**config.mk**
```make
export PLATFORM = sky130hd
export DESIGN_NAME = pkt_deframer
export DESIGN_NICKNAME = d
export VERILOG_FILES = /design/src/rtl/pkt_deframer.sv
export SDC_FILE = /design/constraint.sdc
export NUM_CORES = 2
export LEC_CHECK = 0
export BUFFER_PORTS_ARGS = -buffer_cell sky130_fd_sc_hd__buf_2
export CAP_MARGIN = 20
export CORE_AREA = 10 10 393 395
export DETAILED_ROUTE_END_ITERATION = 8
export DIE_AREA = 0 0 403 405
export GPL_TIMING_DRIVEN = 0
export PLACE_DENSITY = 0.55
export RECOVER_POWER = 50
export SLEW_MARGIN = 20
export SYNTH_ARGS = -nofsm -noshare
export SYNTH_HDL_FRONTEND = slang
export SYNTH_SLANG_ARGS = --single-unit
```
**constraint.sdc**
```tcl
create_clock -name clock -period 37.7 [get_ports clock]
set_input_delay 5.655 -clock clock [delete_from_list [all_inputs] [get_ports clock]]
set_output_delay 5.655 -clock clock [all_outputs]
set_load 0.01 [all_outputs]
```
**src/rtl/pkt_deframer.sv**
```systemverilog
// Frame deframer: stores the fixed-length header in a flat register and packs
// the payload bytes into OUT_BYTES-wide words with a one-cycle write strobe.
module pkt_deframer #(
    parameter int HDR_WORDS     = 31,
    parameter int PAYLOAD_BYTES = 400,
    parameter int OUT_BYTES     = 2,
    parameter int BIG_ENDIAN    = 1,
    localparam int WORDS        = PAYLOAD_BYTES / OUT_BYTES,
    localparam int AW           = (WORDS > 1) ? $clog2(WORDS) : 1
) (
    input  logic                    clock,
    input  logic                    aclr,
    input  logic                    sclr,
    input  logic                    ena,
    input  logic                    din_valid,
    input  logic [7:0]              datain,
    output logic                    wren,
    output logic [8*OUT_BYTES-1:0]  data,
    output logic [AW-1:0]           waddr,
    output logic [32*HDR_WORDS-1:0] o_header,
    output logic                    header_ena,
    output logic                    pkt_done,
    output logic                    err_short
);

    localparam int HDR_BYTES   = 4 * HDR_WORDS;
    localparam int TOTAL_BYTES = HDR_BYTES + PAYLOAD_BYTES;
    localparam int CW          = $clog2(TOTAL_BYTES + 1);
    localparam int PW          = (OUT_BYTES > 1) ? $clog2(OUT_BYTES) : 1;

    typedef enum logic [1:0] {
        IDLE,
        HDR,
        PAY,
        DONE
    } state_t;

    state_t                 state;
    logic [CW-1:0]          cnt;
    logic [PW-1:0]          wpos;
    logic [AW-1:0]          word_idx;
    logic                   blocked;
    logic [8*OUT_BYTES-1:0] acc;
    logic [8*OUT_BYTES-1:0] next_word;
    logic                   last_lane;

    assign last_lane = (wpos == PW'(OUT_BYTES - 1));

    // Merge the incoming byte into its lane of the partially built word.
    always_comb begin
        // NOTE: default assignment first keeps this block free of latches.
        next_word = acc;
        for (int p = 0; p < OUT_BYTES; p++) begin
            if (wpos == PW'(p)) begin
                if (BIG_ENDIAN != 0) next_word[8*(OUT_BYTES-1-p) +: 8] = datain;
                else                 next_word[8*p +: 8]               = datain;
            end
        end
    end

    // NOTE: acc carries no reset; every lane is rewritten before a word is emitted.
    always_ff @(posedge clock) begin
        if (state == PAY && ena && din_valid) acc <= next_word;
    end

    // blocked keeps a frame interrupted by reset from being picked up mid-stream.
    always_ff @(posedge clock or posedge aclr) begin
        if (aclr) begin
            state      <= IDLE;
            cnt        <= '0;
            wpos       <= '0;
            word_idx   <= '0;
            blocked    <= 1'b1;
            wren       <= 1'b0;
            data       <= '0;
            waddr      <= '0;
            o_header   <= '0;
            header_ena <= 1'b0;
            pkt_done   <= 1'b0;
            err_short  <= 1'b0;
        end else if (sclr) begin
            state      <= IDLE;
            cnt        <= '0;
            wpos       <= '0;
            word_idx   <= '0;
            blocked    <= 1'b1;
            wren       <= 1'b0;
            data       <= '0;
            waddr      <= '0;
            o_header   <= '0;
            header_ena <= 1'b0;
            pkt_done   <= 1'b0;
            err_short  <= 1'b0;
        end else begin
            // NOTE: non-blocking only, so every branch below sees pre-edge state.
            wren      <= 1'b0;
            pkt_done  <= 1'b0;
            err_short <= 1'b0;
            if (!ena) begin
                err_short  <= (state == HDR) || (state == PAY);
                state      <= IDLE;
                cnt        <= '0;
                wpos       <= '0;
                word_idx   <= '0;
                waddr      <= '0;
                header_ena <= 1'b0;
                blocked    <= 1'b0;
            end else if (din_valid) begin
                unique case (state)
                    IDLE, HDR: begin
                        if (state == HDR || !blocked) begin
                            for (int k = 0; k < HDR_BYTES; k++) begin
                                if (cnt == CW'(k)) o_header[8*(HDR_BYTES-1-k) +: 8] <= datain;
                            end
                            cnt <= cnt + 1'b1;
                            if (cnt == CW'(HDR_BYTES - 1)) begin
                                state      <= PAY;
                                header_ena <= 1'b1;
                            end else begin
                                state <= HDR;
                            end
                        end
                    end
                    PAY: begin
                        cnt <= cnt + 1'b1;
                        if (last_lane) begin
                            wren     <= 1'b1;
                            data     <= next_word;
                            waddr    <= word_idx;
                            word_idx <= word_idx + 1'b1;
                            wpos     <= '0;
                        end else begin
                            wpos <= wpos + 1'b1;
                        end
                        if (cnt == CW'(TOTAL_BYTES - 1)) begin
                            state    <= DONE;
                            pkt_done <= 1'b1;
                        end
                    end
                    default: ; // DONE swallows trailing bytes until ena drops
                endcase
            end
        end
    end

endmodule

```
==> results_dict.tcl <==
set metrics [dict create \
    synth_area_leader_cell "dfrtp_1" \
    crit_type "in -> async" \
    clockBufferDepth 3 \
    area_growth_pct 24.3 \
    die_x_um 403 \
    synth_area_leaders "dfrtp_1 57%, mux2i_1 20%, nand2b_1 13%" \
    rsz0062_at_grt "false" \
    max_freq_mhz 59.7 \
    netlist_area_mm2 0.0460 \
    track_usage 0.244 \
    fin_area_mm2 0.0571 \
    finalWeightedCongestion 0.859 \
    yosysTopAreaCellShare 0.567 \
    drt_iter0_markers 2520 \
    htreeDepth 3 \
    initial_core_util 0.313 \
    cts_tree "built" \
    ir_drop_mv 0.0337 \
    drt-vias-per-instance 4.92 \
    dieArea_mm2 0.163 \
    fin_nets 4942 \
    slew-limit-headroom -2.69 \
    cts-resized-gates 0 \
    skew_ns 0.0223 \
    core_mm2 0.147 \
    required_ns 37.45 \
    path_common_cell "clkbuf_1" \
    synthArstFlopShare 0.992 \
    path_max_fanout 80 \
    clk_latency_ns 0.75 \
    ys_warn_count 0 \
    fin_util 0.389 \
    cellPowerDensity_mw_per_mm2 43.1 \
    setup_viol_count_final 0 \
    start_kind "input port" \
    numClockSinks 1050 \
    dr.pass1.iters 5 \
    layout-drive-gt1-share 0.151 \
    cts_root_buffer "clkbuf_16" \
    post-place-ws_ns 28.40 \
    status "finished with violations" \
    ios 1033 \
    cts_made_buffers 118 \
    wirelength_mm 206 \
    syn_avg_cell_area_um2 12.3 \
    yosysSeqAreaShare 0.573 \
    synth_common_cells "1041 x dfrtp_1, 943 x nand2b_1, 928 x mux2i_1" \
    synth.ff_latch_count 1050 \
    grt_pass1_vias 35400 \
    slowest_delay_ns 3.33 \
    antenna_found_initial 6 \
    syn_inst 3749 \
    drt-wirelength-per-cell_um 29.6 \
    postRouteAntennaNets 0 \
    ys_types 57 \
    num_vias 34300 \
    p_leak_nw 31.4 \
    grt_overflow 0 \
    ctsHoldBuffers 0 \
    slew_viol_final 894 \
    period_needed_ns 16.74 \
    dpl.cell_count 6729 \
    die_h_um 405 \
    synth-edff-count 8 \
    grt_max_degree 100 \
    hpwlAfterDp_mm 157 \
    fin_cells 6962 \
    grt_pass1_wl_mm 286 \
    end_kind "asynchronous set/reset pin" \
    cts_setup_buffers 0 \
    cp.arrival_ns 16.49 \
    violations "capacitance limit, slew limit" \
    synth_most_common_cell "dfrtp_1" \
    slowest_stage "clkbuf_1" \
    synth_fp_nets 3771 \
    tns_ns 0 \
    worst_pin_slew_ns 5.53 \
    worst_slack_ns 20.96 \
    port_buffers 1030 \
    crit_chain "buf_2 -> clkinvlp_2 -> clkbuf_1 -> clkbuf_1 -> clkbuf_1" \
    clk_pin_slew_worst_paths_ns 0.06 \
    synth_ff_type "dfrtp_1" \
    hold_viol 0 \
    rows 141 \
    drc 0 \
    placed_area_mm2 0.0541 \
    hold_path_class "reg -> reg" \
    post-route-period-util 0.444 \
    maxCapViolCount 11 \
]
[cells in the final DEF (no fill, tap or decap), types with 63 or more instances in the layout]
master	n
a21oi_1	81
buf_2	431
clkbuf_1	908
clkbuf_16	119
dfrtp_1	1041
mux2i_1	928
nand2_1	63
nand2b_1	943
nand3_1	78
o21ai_0	66
[cells by family after synthesis]
logic type / Yosys count / share of synthesized area
fa+ha+maj: 9 / 0.00245
xor+xnor: 13 / 0.00248
mux: 936 / 0.204
buf+inv: 298 / 0.0256
compound gates: 170 / 0.0203
flops: 1050 / 0.573
simple gates: 1273 / 0.173
[metrics by stage]
step	hold slack (ns)	power [W]
finish	0.507	0.00246
global route	0.533	0.00254
CTS	0.510	0.00249
detailed placement	0.492	0.00127
global placement	0.486	0.00127
floorplan	0.510	0.00121
[registers in the layout, summed over array words and instances, names as in the netlist, 2 cells and up]
| name | cells |
|---|---|
| o_header | 992 |
| data | 16 |
| cnt | 10 |
| acc | 8 |
| waddr | 8 |
| word_idx | 8 |
| state | 2 |
[worst max-delay path: cells and delay by family]
kind,cells,cell delay (ns)
buffers and inverters,5,10.64
[final cells by class]
cell class / count / area, um2
clock inverters: 34 / 475
flip-flops and latches: 1050 / 26300
multi-input cells: 2401 / 18400
well taps: 1930 / 2410
inverters: 6 / 23.8
fillers: 14700 / 89600
clock buffers: 187 / 3600
plain buffers: 292 / 1170
repair buffers: 1051 / 4660
diodes: 11 / 27.5
[final timing paths]
kind,startpoint,endpoint,slack [ns],depth (start not counted)
min in group asynchronous,aclr,o_header[864],5.58,2
worst max-delay path,aclr,o_header[704],20.96,5
worst max register to register,cnt[1],o_header[833],33.48,7
worst min-delay path,data[10],data[10],0.51,1
worst min register to register,data[10],data[10],0.51,1
max in group clock,din_valid,o_header[833],29.04,6
[routing by layer]
metal / global-route usage / wire (um) / vias up
met4: 0.107 / 9990 / 0
met5: 0 / 0 / -
met2: 0.398 / 97400 / 1148
met1: 0.305 / 85500 / 17900
li1: - / - / 15000
met3: 0.0603 / 13400 / 304
[where the power goes]
group	switching, W	internal, W	total (W)
Combinational	0.0000880	0.0000273	0.000115
Clock	0.000506	0.000711	0.00122
Sequential	0.000000633	0.00113	0.00113
(Power assumes the default switching activity.)
